File: src/rtl/nem_ohmux_sel_ctrl_4i.sv
// Break-before-make select sequencer for the 4-input NEM-relay one-hot mux.
// Converts binary select requests into timed release/actuate relay sequences.
module nem_ohmux_sel_ctrl_4i #(
  parameter int unsigned RELEASE_CYC = 4,
  parameter int unsigned ACTUATE_CYC = 6,
  parameter int unsigned CNT_W       = 4
) (
  input  logic        CP,
  input  logic        RST,
  input  logic        REQ_VALID,
  output logic        REQ_READY,
  input  logic [1:0]  REQ_SEL,
  input  logic        REQ_OFF,
  output logic        S0,
  output logic        S1,
  output logic        S2,
  output logic        S3,
  output logic        SETTLED,
  output logic        CUR_EN,
  output logic [1:0]  CUR_SEL,
  output logic [15:0] ACT_CNT
);

  typedef enum logic [1:0] {
    ST_RELEASE,
    ST_ACTUATE,
    ST_IDLE
  } state_t;

  localparam logic [CNT_W-1:0] REL_LOAD = CNT_W'(RELEASE_CYC - 1);
  localparam logic [CNT_W-1:0] ACT_LOAD = CNT_W'(ACTUATE_CYC - 1);

  state_t           state;
  logic [CNT_W-1:0] cnt;
  logic             pend_off;
  logic [1:0]       pend_sel;
  logic [3:0]       sel_q;

  function automatic logic [3:0] onehot(input logic [1:0] idx);
    onehot = 4'b0001 << idx;
  endfunction

  assign S0        = sel_q[0];
  assign S1        = sel_q[1];
  assign S2        = sel_q[2];
  assign S3        = sel_q[3];
  assign REQ_READY = (state == ST_IDLE);
  assign SETTLED   = (state == ST_IDLE);

  // Reset enters RELEASE with an OFF request pending so a relay left closed
  // gets a full release interval before anything new is accepted.
  always_ff @(posedge CP) begin
    if (RST) begin
      state    <= ST_RELEASE;
      cnt      <= REL_LOAD;
      pend_off <= 1'b1;
      pend_sel <= '0;
      sel_q    <= '0;
      CUR_EN   <= 1'b0;
      CUR_SEL  <= '0;
      ACT_CNT  <= '0;
    end else begin
      case (state)
        ST_IDLE: begin
          if (REQ_VALID) begin
            if (!REQ_OFF && !CUR_EN) begin
              state   <= ST_ACTUATE;
              sel_q   <= onehot(REQ_SEL);
              CUR_EN  <= 1'b1;
              CUR_SEL <= REQ_SEL;
              cnt     <= ACT_LOAD;
              if (ACT_CNT != '1) ACT_CNT <= ACT_CNT + 16'd1;
            end else if (REQ_OFF ? CUR_EN : (REQ_SEL != CUR_SEL)) begin
              state    <= ST_RELEASE;
              sel_q    <= '0;
              cnt      <= REL_LOAD;
              pend_off <= REQ_OFF;
              pend_sel <= REQ_SEL;
              CUR_EN   <= !REQ_OFF;
              CUR_SEL  <= REQ_SEL;
            end
          end
        end
        ST_RELEASE: begin
          if (cnt != '0) begin
            cnt <= cnt - CNT_W'(1);
          end else if (pend_off) begin
            state <= ST_IDLE;
          end else begin
            state <= ST_ACTUATE;
            sel_q <= onehot(pend_sel);
            cnt   <= ACT_LOAD;
            if (ACT_CNT != '1) ACT_CNT <= ACT_CNT + 16'd1;
          end
        end
        ST_ACTUATE: begin
          if (cnt != '0) cnt <= cnt - CNT_W'(1);
          else           state <= ST_IDLE;
        end
        default: state <= ST_RELEASE;
      endcase
    end
  end

endmodule

File: config.mk
export PLATFORM = sky130hd
export DESIGN_NAME = nem_ohmux_sel_ctrl_4i
export DESIGN_NICKNAME = d
export VERILOG_FILES = /design/src/rtl/nem_ohmux_sel_ctrl_4i.sv
export SDC_FILE = /design/constraint.sdc
export NUM_CORES = 1
export LEC_CHECK = 0
export ABC_AREA = 1
export CAP_MARGIN = 40
export CORE_UTILIZATION = 45
export CTS_BUF_LIST = sky130_fd_sc_hd__clkbuf_8
export CTS_CLUSTER_DIAMETER = 150
export DETAILED_ROUTE_END_ITERATION = 10
export GPL_TIMING_DRIVEN = 1
export PLACE_DENSITY = 0.79
export SLEW_MARGIN = 20
export SYNTH_ARGS = -nofsm -noshare
export SYNTH_HDL_FRONTEND = slang
export SYNTH_SLANG_ARGS = --single-unit
File: constraint.sdc
create_clock -name CP -period 2.7 [get_ports CP]
set_input_delay 0.54 -clock CP [delete_from_list [all_inputs] [get_ports CP]]
set_output_delay 0.54 -clock CP [all_outputs]
set_load 0.02 [all_outputs]
==> qor.yml, run 1 <==
status: "finished clean"
die_h_um: 68.0
remaining_drc_errors: 0
dp_hpwl_um: 3110
antenna-diode-count: 0
cpMaxStageDelayCell: "clkdlybuf4s50_1"
crit_chain: "inv_2 -> nand2_2 -> inv_1 -> clkdlybuf4s50_1"
synth-edff-count: 0
ios: 31
cts_resized: 0
htree_num_levels: 2
setup_viol: 0
cts_made_buffers: 5
synth_top_flop_cell: "dfxtp_1"
powerDensity_nw_per_um2: 572
routedWlPerCell_um: 11.3
grt_pass1_wl_um: 7220
grt-ovfl-total: 0
relSlewSlack: 0.696
leakage_nw: 0.922
final_common_cell: "nand2_1"
yosysWarnings: 0
detail-route-antenna-nets: 0
dieArea_um2: 4620
ys_seq_area_frac: 0.327
crit_path_end_kind: "primary output"
tns_ns: 0
grtUsageTotal: 0.208
switchingPower_w: 0.000491
grt_max_degree: 19
clock_skew_ns: 0.00773
initial_utilization: 0.479
cp_slowest_stage_delay_ns: 0.62
final_cells: 374
synth.distinct_cells: 27
clkPwrFrac: 0.261
clockRootBuffer: "clkbuf_8"
clock-sinks: 32
grt_pass1_vias: 1737
place_inst: 367
fin_crit_sh: 0.774
max_cap_viol_count: 0
cts_tree: "done"
firstDrtPassIters: 4
rsz0062_at_grt: "false"
nets: 332
hp-class: "register to register"
cell_internal_pwr_w: 0.000858
wl_um: 4240
start_kind: "register"
min_period_ns: 2.09
clock.fmax_mhz: 479
antenna_found_initial: 0
row_count: 23
dieWidth_um: 68.0
synthCells: 293
final_cell_mix: "nand2_1 (73), inv_1 (37), dfxtp_1 (32)"
num-fill-cells: 393
drt-initial-drc-count: 74
crit_arrival_ns: 1.55
postCtsHoldBufs: 0
clkLatencyLatePin_ns: 0.29
io_buffers: 30
vias_per_cell: 5.09
slew_violations: 0
p_seq_frac: 0.419
clk_path_buf_depth: 2
async_flop_share: 0
post-cts-setup-buffer-count: 0
cp_data_required_time_ns: 2.16
postSynthAreaPerCell_um2: 6.68
p_comb_frac: 0.320
vias: 1903
finalHoldViolCount: 0
path_max_fanout: 6
worstMarginPinSlew_ns: 0.454
synth.ff_latch_count: 32
crit_type: "register to primary output"
p_sw_frac: 0.364
gp_congestion: 0.878
cts.clk_slew.worst_paths_ns: 0.07
drive_gt1_frac: 0.142
syn_area_um2: 1960
hold-worst-slack_ns: 0.476
core_um2: 4090
area.growth.synth_to_final_pct: 20.4
peakVddDrop_mv: 0.241
synth.net_count: 301
==> cell type report <==
class / instances / area (um^2) / area share
well taps: 50 / 62.6 / 0.0265
repair buffers: 31 / 308 / 0.131
clock inverters: 2 / 12.5 / 0.00531
multi-input cells: 215 / 1120 / 0.475
flip-flops and latches: 32 / 641 / 0.272
clock buffers: 5 / 68.8 / 0.0292
inverters: 39 / 146 / 0.0621
==> power groups by stage <==
| stage | registers, W | logic [W] | clock network (W) |
|---|---|---|---|
| global route | 0.000573 | 0.000489 | 0.000385 |
| detailed placement | 0.000576 | 0.000431 | 0 |
| CTS | 0.000565 | 0.000433 | 0.000368 |
| global placement | 0.000575 | 0.000424 | 0 |
| floorplan | 0.000589 | 0.000310 | 0 |
| finish | 0.000565 | 0.000431 | 0.000352 |
==> critical path, delay by kind of cell, from the launching register on <==
kind	cells	cell delay, ns
buffers and inverters	3	0.84
AND/OR/NAND/NOR	1	0.06
flip-flops	1	0.36
==> kinds of logic after synthesis <==
logic type / after synthesis / share of synthesized area
adder cells (fa/ha/maj): 2 / 0.0128
buffers and inverters: 46 / 0.101
flip-flops: 32 / 0.327
AND/OR/NAND/NOR: 161 / 0.380
AO/OA/AOI/OAI: 41 / 0.130
XOR/XNOR: 11 / 0.0492
==> through the flow <==
step	setup WS (ns)	cell area [um^2]	util	power (W)
after floorplan	0.994	1960	-	0.000899
after global placement	0.439	2280	0.557	0.000998
after detailed placement	0.400	2280	0.557	0.00101
after CTS	0.602	2360	0.577	0.00137
after global routing	0.504	2360	0.577	0.00145
final	0.611	2360	0.577	0.00135
==> registers in the layout (all words and copies together) (netlist names) <==
signal and count:
cnt 4, state 2, ACT_CNT 16, pend_off 1, CUR_SEL 2, pend_sel 2
CUR_EN 1, sel_q 4
==> layer usage <==
metal | share of wire | up-vias | global-route usage
met4 | 0.023 | 0 | 0.112
met2 | 0.48 | 50 | 0.342
met3 | 0.045 | 13 | 0.0533
met1 | 0.45 | 855 | 0.246
li1 | - | 985 | -
met5 | 0 | - | 0
==> synthesized netlist by cell type (4+ instances only) <==
cell type / instances / share of area
nor2_1: 31 / 0.059
nand2_2: 16 / 0.051
xor2_1: 4 / 0.018
a21oi_2: 12 / 0.054
a21oi_1: 12 / 0.031
inv_1: 37 / 0.071
xnor2_1: 7 / 0.031
nand4_1: 7 / 0.022
o21ai_0: 14 / 0.036
nand3_1: 22 / 0.056
nand2_1: 73 / 0.14
dfxtp_1: 32 / 0.33
==> path summary, 6_finish.rpt <==
| path | end | cells past startpoint | slack (ns) | start |
|---|---|---|---|---|
| max | REQ_READY | 4 | 0.61 | state[0]$_SDFFE_PP0P_ |
| min | cnt[3]$_SDFFE_PP0P_ | 2 | 0.48 | cnt[3]$_SDFFE_PP0P_ |
| max reg2reg | ACT_CNT[11]$_SDFFE_PP0P_ | 8 | 0.87 | cnt[0]$_SDFFE_PP1P_ |
| min reg2reg | cnt[3]$_SDFFE_PP0P_ | 2 | 0.48 | cnt[3]$_SDFFE_PP0P_ |
(Power assumes the default switching activity.)
==> run 2, diff against run 1 <==
==> constraint.sdc (replaced) <==
create_clock -name CP -period 2.1 [get_ports CP]
set_input_delay 0.42 -clock CP [delete_from_list [all_inputs] [get_ports CP]]
set_output_delay 0.42 -clock CP [all_outputs]
set_load 0.02 [all_outputs]
==> run 2 against run 1 <==
Compared with the run above:
- highest routed layer unchanged
- wire length increased by 2.9%
- sequential cell count unchanged
- total power is 45% higher
- global-route usage up 1.1 points
- first-iteration DRC count is 120% higher
- combinational power increased by 34%
- clock-buffer cell count up 2
- register-to-register slack worse by 0.53 ns
- sequential power rose by 29%
- via count increased by 0.21%
==> qor.yml, run 2 (synthesis gave the netlist of run 1 again) <==
nets: 337  # was 332
clock-sinks: 32  # unchanged
core_um2: 4090  # unchanged
status: "finished clean"  # unchanged
grt-ovfl-total: 0  # unchanged
leakage_nw: 0.972  # was 0.922 nW
dp_hpwl_um: 3260  # was 3110 um
grtUsageTotal: 0.219  # was 0.208
postCtsHoldBufs: 0  # unchanged
peakVddDrop_mv: 0.315  # was 0.241 mV
firstDrtPassIters: 4  # unchanged
path_max_fanout: 6  # unchanged
crit_chain: "inv_2 -> nand2_2 -> inv_1 -> clkdlybuf4s50_1"  # unchanged
vias: 1907  # was 1903
reg_top3: "ACT_CNT: 16 flops, cnt: 4 flops, sel_q: 4 flops"  # unchanged
hold_end: "cnt[3]$_SDFFE_PP0P_"  # unchanged
setup_viol: 0  # unchanged
initial_utilization: 0.479  # unchanged
cts_made_buffers: 5  # unchanged
io_buffers: 30  # unchanged
ios: 31  # unchanged
cts_tree: "done"  # unchanged
largest_reg_flops: 16  # unchanged
detail-route-antenna-nets: 0  # unchanged
vias_per_cell: 5.02  # was 5.09
hold_start: "cnt[3]$_SDFFE_PP0P_"  # unchanged
r2r_cells: 9  # was 8
r2r_slack_ns: 0.34  # was 0.87 ns
powerDensity_nw_per_um2: 804  # was 572 nW/um^2
area.growth.synth_to_final_pct: 24.7  # was 20.4%
final_cell_mix: "nand2_1 (73), inv_1 (37), dfxtp_1 (32)"  # unchanged
start_kind: "register"  # unchanged
finalHoldViolCount: 0  # unchanged
largest-register: "ACT_CNT"  # unchanged
cts.clk_slew.worst_paths_ns: 0.07  # about the same
regArea_um2: 641  # unchanged
clock_skew_ns: 0.00389  # was 0.00773 ns
remaining_drc_errors: 0  # unchanged
num-fill-cells: 400  # was 393
antenna_found_initial: 0  # unchanged
clk_path_buf_depth: 2  # unchanged
wl_um: 4360  # was 4240 um
gp_congestion: 0.963  # was 0.878
cp_slowest_stage_delay_ns: 0.62  # about the same
grt_pass1_vias: 1743  # was 1737
dpl_cell_area_um2: 2310  # was 2280 um^2
cpMaxStageDelayCell: "clkdlybuf4s50_1"  # unchanged
final_common_cell: "nand2_1"  # unchanged
worstReg2RegStart: "cnt[0]$_SDFFE_PP1P_"  # unchanged
worstMarginPinSlew_ns: 0.439  # was 0.454 ns
multi_input_area_um2: 1120  # unchanged
row_count: 23  # unchanged
path_buf_inv: 3  # unchanged
crit_type: "register to primary output"  # unchanged
antenna-diode-count: 0  # unchanged
r2r-end: "ACT_CNT[10]$_SDFFE_PP0P_"  # was ACT_CNT[11]$_SDFFE_PP0P_
die_h_um: 68.0  # unchanged
min_period_ns: 1.98
post-cts-setup-buffer-count: 0  # unchanged
dieWidth_um: 68.0  # unchanged
cp_top_family: "buffers and inverters"  # unchanged
relSlewSlack: 0.707  # was 0.696
htree_num_levels: 2  # unchanged
design_area_um2: 2440  # was 2360 um^2
rsz0062_at_grt: "false"  # unchanged
dieArea_um2: 4620  # unchanged
clockRootBuffer: "clkbuf_8"  # unchanged
drive_gt1_frac: 0.158  # was 0.142
cp_data_required_time_ns: 1.68  # was 2.16 ns
crit_path_end_kind: "primary output"  # unchanged
slew_violations: 0  # unchanged
grt_max_degree: 17  # was 19
crit_arrival_ns: 1.56  # was 1.55 ns
tns_ns: 0  # unchanged
drt-initial-drc-count: 160  # was 74
whs_path_depth: 2  # unchanged
hp-class: "register to register"  # unchanged
fin_crit_sh: 0.943
clock.fmax_mhz: 505
clkLatencyLatePin_ns: 0.29  # about the same
cts_resized: 0  # unchanged
max_cap_viol_count: 0  # unchanged
routedWlPerCell_um: 11.5  # was 11.3 um
grt_pass1_wl_um: 7530  # was 7220 um
[run 2: how the worst max path moves through the flow]
| stage | start | endpoint | slack [ns] | cells after the start |
|---|---|---|---|---|
| after floorplan | ACT_CNT[0]$_SDFFE_PP0P_ | ACT_CNT[13]$_SDFFE_PP0P_ | 0.39 | 9 |
| final | state[0]$_SDFFE_PP0P_ | REQ_READY | 0.12 | 4 |
| after detailed placement | REQ_SEL[0] | sel_q[1]$_SDFFE_PP0P_ | -0.02 | 11 |
| after global placement | REQ_SEL[0] | sel_q[1]$_SDFFE_PP0P_ | 0.07 | 11 |
| after CTS | state[0]$_SDFFE_PP0P_ | REQ_READY | 0.11 | 4 |
| after global routing | state[0]$_SDFFE_PP0P_ | REQ_READY | 0.02 | 4 |
[run 2: worst reg2reg max path, cell delays in order (launching register included)]
cell	delay, ns
dfxtp_1	0.34
inv_1	0.06
ha_1	0.18
nand3_1	0.18
nand2_2	0.20
nand3_2	0.14
nor2_4	0.24
buf_4	0.18
nand2_1	0.07
a21oi_2	0.12
[run 2: layout make-up]
class	instances	share of cell area
inverter	39	0.0600
sequential	32	0.262
timing repair buffer	36	0.141
clock buffer	7	0.0395
multi-input combinational	215	0.459
tap	50	0.0256
clock inverter	1	0.0123
[run 2: through the flow]
stage | util | power, W | hold slack, ns | std cells | worst slack (ns)
after CTS | 0.597 | 0.00197 | 0.484 | 380 | 0.111
after detailed placement | 0.566 | 0.00131 | 0.472 | 372 | -0.0250
after floorplan | - | 0.00116 | 0.441 | 293 | 0.394
after global routing | 0.597 | 0.00209 | 0.510 | 380 | 0.0218
final | 0.597 | 0.00196 | 0.484 | 380 | 0.120
after global placement | 0.566 | 0.00130 | 0.464 | 372 | 0.0742
[run 2: layer usage]
metal,global-route usage,vias to the layer above,routed length (um)
li1,-,998,-
met1,0.258,847,1990
met2,0.363,54,2080
met3,0.0667,8,220
met4,0.0938,0,73
met5,0,-,0
[run 2: power by group]
| part | leakage [nW] | internal [W] | switching [W] |
|---|---|---|---|
| Sequential | 0.259 | 0.000668 | 0.0000598 |
| Clock | 0.0645 | 0.000419 | 0.000240 |
| Combinational | 0.649 | 0.000223 | 0.000352 |
| Total | 0.972 | 0.00131 | 0.000652 |
